**src/rtl/alu_arb_pkg.sv**
```systemverilog
// rtl/alu_arb_pkg.sv - shared types and constants for the two-requester ALU arbiter
package alu_arb_pkg;

  localparam int ALU_WIDTH = 7;

  typedef enum logic [1:0] {
    IDLE = 2'd0,
    EXEC = 2'd1,
    RESP = 2'd2
  } state_e;

  typedef enum logic {
    OP_ADD = 1'b0,
    OP_SUB = 1'b1
  } op_e;

endpackage

```
**src/rtl/alu_arbiter_rr_arb2.sv**
```systemverilog
// rtl/alu_arbiter_rr_arb2.sv - combinational two-input round-robin picker
module rr_arb2 (
  input  logic [1:0] req_i,
  input  logic       last_i,
  output logic [1:0] gnt_o,
  output logic       gnt_id_o
);

  logic other;
  logic winner;

  always_comb begin
    other  = ~last_i;
    // Favour whichever requester did not win last time; fall back to the other.
    winner = req_i[other] ? other : last_i;
    gnt_o  = 2'b00;
    if (req_i[winner]) begin
      gnt_o[winner] = 1'b1;
    end
    gnt_id_o = winner;
  end

endmodule

```
**src/rtl/alu_arbiter.sv**
```systemverilog
// rtl/alu_arbiter.sv - round-robin sequencer sharing one external ALU between two requesters
module alu_arbiter
  import alu_arb_pkg::*;
#(
  parameter int WIDTH = ALU_WIDTH
) (
  input  logic               clk,
  input  logic               reset,
  input  logic [1:0]         req_valid,
  output logic [1:0]         req_ready,
  input  logic [2*WIDTH-1:0] req_a,
  input  logic [2*WIDTH-1:0] req_b,
  input  logic [1:0]         req_op,
  output logic [WIDTH-1:0]   alu_a,
  output logic [WIDTH-1:0]   alu_b,
  output logic               alu_op,
  input  logic [WIDTH-1:0]   alu_result,
  input  logic               alu_zf,
  output logic               rsp_valid,
  input  logic               rsp_ready,
  output logic               rsp_id,
  output logic [WIDTH-1:0]   rsp_data,
  output logic               rsp_nz
);

  state_e           state_q, state_d;
  logic             last_q;
  logic [WIDTH-1:0] a_q, b_q;
  logic             op_q;
  logic             id_q;
  logic [WIDTH-1:0] data_q;
  logic             nz_q;

  logic [1:0]       gnt;
  logic             gnt_id;
  logic             fire;
  logic [WIDTH-1:0] sel_a, sel_b;
  logic             sel_op;

  rr_arb2 u_rr_arb2 (
    .req_i    (req_valid),
    .last_i   (last_q),
    .gnt_o    (gnt),
    .gnt_id_o (gnt_id)
  );

  assign sel_a  = gnt_id ? req_a[2*WIDTH-1:WIDTH] : req_a[WIDTH-1:0];
  assign sel_b  = gnt_id ? req_b[2*WIDTH-1:WIDTH] : req_b[WIDTH-1:0];
  assign sel_op = req_op[gnt_id];
  assign fire   = |(req_valid & req_ready);

  always_ff @(posedge clk or posedge reset) begin
    if (reset) begin
      state_q <= IDLE;
    end else begin
      state_q <= state_d;
    end
  end

  always_comb begin
    state_d = state_q;
    unique case (state_q)
      IDLE:    if (fire) state_d = EXEC;
      EXEC:    state_d = RESP;
      RESP:    if (rsp_ready) state_d = IDLE;
      default: state_d = IDLE;
    endcase
  end

  // Ready is gated by reset so nothing looks acceptable while the block is held.
  always_comb begin
    req_ready = 2'b00;
    rsp_valid = 1'b0;
    if (state_q == IDLE && !reset) begin
      req_ready = gnt;
    end
    if (state_q == RESP) begin
      rsp_valid = 1'b1;
    end
  end

  always_ff @(posedge clk or posedge reset) begin
    if (reset) begin
      last_q <= 1'b1;
      a_q    <= '0;
      b_q    <= '0;
      op_q   <= 1'b0;
      id_q   <= 1'b0;
      data_q <= '0;
      nz_q   <= 1'b0;
    end else begin
      if (fire) begin
        a_q    <= sel_a;
        b_q    <= sel_b;
        op_q   <= sel_op;
        last_q <= gnt_id;
        id_q   <= gnt_id;
      end
      if (state_q == EXEC) begin
        data_q <= alu_result;
        nz_q   <= ~alu_zf;
      end
    end
  end

  assign alu_a    = a_q;
  assign alu_b    = b_q;
  assign alu_op   = op_q;
  assign rsp_id   = id_q;
  assign rsp_data = data_q;
  assign rsp_nz   = nz_q;

endmodule

```
**config.mk**
```make
export PLATFORM = sky130hd
export DESIGN_NAME = alu_arbiter
export DESIGN_NICKNAME = d
export VERILOG_FILES = /design/src/rtl/alu_arb_pkg.sv /design/src/rtl/alu_arbiter_rr_arb2.sv /design/src/rtl/alu_arbiter.sv
export SDC_FILE = /design/constraint.sdc
export NUM_CORES = 1
export LEC_CHECK = 0
export BUFFER_PORTS_ARGS = -buffer_cell sky130_fd_sc_hd__buf_2
export CAP_MARGIN = 20
export CORE_AREA = 4 4 57 69
export DETAILED_ROUTE_END_ITERATION = 6
export DIE_AREA = 0 0 61 73
export PLACE_DENSITY = 0.71
export SLEW_MARGIN = 20
export SYNTH_ARGS = -nofsm -noshare
export SYNTH_HDL_FRONTEND = slang
export SYNTH_SLANG_ARGS = --single-unit
```
**constraint.sdc**
```tcl
create_clock -name clk -period 1.58 [get_ports clk]
set_input_delay 0.079 -clock clk [delete_from_list [all_inputs] [get_ports clk]]
set_output_delay 0.079 -clock clk [all_outputs]
set_load 0.01 [all_outputs]
```
==> summary.md <==
| Metric | Value |
|---|---|
| Status | `finished clean` |
| Ys async rst share | `1.00` |
| Root buf cell | `clkbuf_8` |
| Clk Latency, worst-skew pair | `0.27 ns` |
| CTS tree | `yes` |
| Die X | `61 um` |
| Syn Area/Cell | `about 12 sq um` |
| Layout area overhead | `36.2%` |
| Netlist Area Pre-Place | `1270 sq um` |
| Crit path from | `last_q` |
| DRT antenna net count | `0` |
| Mapped Nets | `150` |
| Top cell type's share of synthesized area | `0.510` |
| Combinational fraction of design power | `0.414` |
| Drc violations | `0` |
| Die height | `73 um` |
| Largest net degree at the start of global routing | `23` |
| Initial core utilization | `0.389` |
| Placed instance count | `around 210` |
| Antenna violations before repair | `0` |
| Switching share of total power | `0.350` |
| Post-synth EDFFs | `0` |
| CP Capture Type | `register` |
| H-tree levels | `1` |
| Number of global-route vias before repair | `1206` |
| Register area share after synthesis | `0.531` |
| Setup Skew | `0.00390 ns` |
| Total GRT Usage | `0.154` |
| Clk slew on worst S/H paths | `0.09 ns` |
| Crit path time final | `between 1 and 1.5 ns` |
| Vias | `between 1000 and 1500` |
| Detailed placement HPWL | `2.60 mm` |
| # fillers | `a little over 300` |
| Cell row count | `23` |
| Post-synth cell types | `23` |
| I/O Pins | `70` |
| Psw | `between 0.9 and 1 mW` |
| Syn Inst Count | `between 100 and 150` |
| Clock sink count | `27` |
| Longest Clk Path Bufs | `2` |
| # diodes | `0` |
| Total CTS buffers | `3` |
| Worst EP arrival | `1.64 ns` |
| Count of final setup violators | `0` |
| Slew Viols, Final | `0` |
| DRT Pass-1 Iters | `4` |
| Most common cell in the netlist | `dfrtp_1` |
| FF-to-FF Start | `last_q` |
| Setup TNS | `0 ns` |
| Maximum VDD drop | `around 0.73 mV` |
| # Max-Cap Violations | `0` |
| RSZ-0062 raised after global routing | `no` |
| Post-synth top cells | `dfrtp_1 (26), nand2_1 (17), a221o_1 (15), nor3_2 (11), nor3_1 (5)` |
| Crit-path max FO | `8` |
| Syn. warnings | `0` |
| Avg WL per Cell | `15.2 um` |
| Static Leak | `0.897 nW` |
| Congestion Overflow GR | `0` |
| Port bufs | `69` |
| Final Non-Filler Cells | `219` |
| Final worst-path cycle share | `0.938` |
| Hold Startpoint | `rsp_ready` |
| Leading area contributor after synthesis | `dfrtp_1` |
| Worst Tran Pin Value | `0.666 ns` |
| Setup slack, reg-to-reg | `0.1 ns` |
| First-pass GRT wire length | `5.13 mm` |
| Area contributors post-synth | `dfrtp_1 (51%), a221o_1 (12%), nor3_2 (8.6%)` |
| Relative slew slack | `0.556` |
| First DRT Iteration DRCs | `28` |
| Share of post-route cells with drive strength above 1 | `0.544` |
| Fmax | `slightly below 700 MHz` |
| PwrDens | `1560 nW/um^2` |
| WS Path Type | `reg2reg` |
| CORE AREA | `3280 sq um` |
| Clock network power share | `0.143` |
| Final Hold Fails | `0` |
| Gpl congestion | `0.752` |
| Nets | `226` |
| Hold/Removal Path Class | `in2reg` |
| CP peak stage delay | `0.55 ns` |
| Die footprint | `4450 sq um` |
| FF+latch count, synth | `27` |
| Slowest-stage cell, CP | `dfstp_2` |
| Worst setup SP type | `register` |
| Worst-path cell chain | `nand2_1 -> and3_1 -> buf_6 -> buf_4 -> a221o_1` |
| Power after layout | `2.70 mW` |
| Pint | `1.76 mW` |
| WL final | `3.33 mm` |
| Seq pwr share | `0.442` |
| Via/cell ratio | `5.26` |
| Synth Flop Type | `dfrtp_1` |
| Min Hold Slack | `0.00749 ns` |
| Worst EP required | `1.73 ns` |
## cells by family after synthesis
kind of cell,after synthesis,synth area share
multiplexers,7,0.0618
AO/OA/AOI/OAI,20,0.144
AND/OR/NAND/NOR,39,0.187
flip-flops,27,0.531
buffers and inverters,14,0.0756
## worst max-delay path: cells and delay by family (launching register included)
kind            cells  cell delay, ns
buf+inv             2            0.28
compound gates      1            0.31
flops               1            0.55
simple gates        2            0.22
## final cells by class
class                           count  area [sq um]  area share
Timing Repair Buffer               81           444       0.256
Clock inverter                      1          5.00     0.00288
Sequential cell                    27           677       0.390
Clock buffer                        3          41.3      0.0238
Multi-Input combinational cell     66           508       0.293
Tap cell                           37          46.3      0.0267
Inverter                            4          15.0     0.00865
## power groups by stage
stage	registers [mW]	clock network (mW)	logic, mW
2_1_floorplan	1.33	0	0.526
3_3_place_gp	1.19	0	1.08
3_5_place_dp	1.20	0	1.12
4_1_cts	1.19	0.400	1.12
5_1_grt	1.24	0.430	1.23
6_report	1.19	0.388	1.12
## placed cells by master, fill, tap and decap left out
| cell | synthesis | final |
|---|---|---|
| buf_2 | 4 | 69 |
| dfrtp_1 | 26 | 26 |
| nand2_1 | 17 | 17 |
| a221o_1 | 15 | 15 |
| nor3_2 | 11 | 10 |
| buf_4 | 2 | 9 |
| nor3_1 | 5 | 5 |
| mux2_1 | 4 | 4 |
| inv_1 | 4 | 4 |
| mux2_2 | 3 | 3 |
| clkbuf_8 | 0 | 3 |
| o21ai_0 | 2 | 2 |
| o21a_1 | 2 | 2 |
| dlygate4sd3_1 | 0 | 2 |
| nand2b_1 | 1 | 1 |
| nor3_4 | 0 | 1 |
| o21ai_2 | 1 | 1 |
| and3_1 | 1 | 1 |
| or3_1 | 1 | 1 |
| nor2b_1 | 1 | 1 |
| nand3b_1 | 1 | 1 |
| or2b_1 | 1 | 1 |
| clkinv_2 | 0 | 1 |
| dfstp_2 | 1 | 1 |
| buf_6 | 2 | 1 |
## path summary, 6_finish.rpt
| kind | end | depth (start not counted) |
|---|---|---|
| setup / recovery | alu_b[2] | 5 |
| hold reg to reg | rsp_nz | 2 |
| setup reg to reg | alu_b[2] | 5 |
| min in group asynchronous | rsp_data[4] | 3 |
| max in group asynchronous | last_q | 4 |
| hold / removal | state_q[1] | 2 |
## metrics by stage
step | utilization | area (sq um) | worst slack (ns)
final | 0.529 | 1740 | 0.0983
after global routing | 0.529 | 1740 | 0.0138
after CTS | 0.517 | 1700 | 0.00593
after detailed placement | 0.497 | 1630 | 0.116
after global placement | 0.497 | 1630 | 0.202
after floorplan | - | 1270 | 0.187
## routing by layer
layer  wire length [um]  vias up  global-route usage
li1                   -      535                   -
met1               1210      542               0.162
met2               1710       66               0.283
met3                340        8              0.0372
met4                 75        0              0.0651
met5                  0        -                   0
## sequential cells by signal, indices dropped and copies added (netlist names)
register / flops
alu_b: 7
rsp_data: 7
last_q: 1
alu_a: 7
rsp_nz: 1
state_q: 2
alu_op: 1
rsp_id: 1
## what timing repair did
item                                    CTS  global route
pin swaps                                 1             1
endpoints found under the hold margin     6             0
setup buffers                             0             4
gates resized for setup                   0             2
hold buffers                              2             0
endpoints found under the setup margin    1             1
Note: power is estimated with default switching activity, not from simulation.
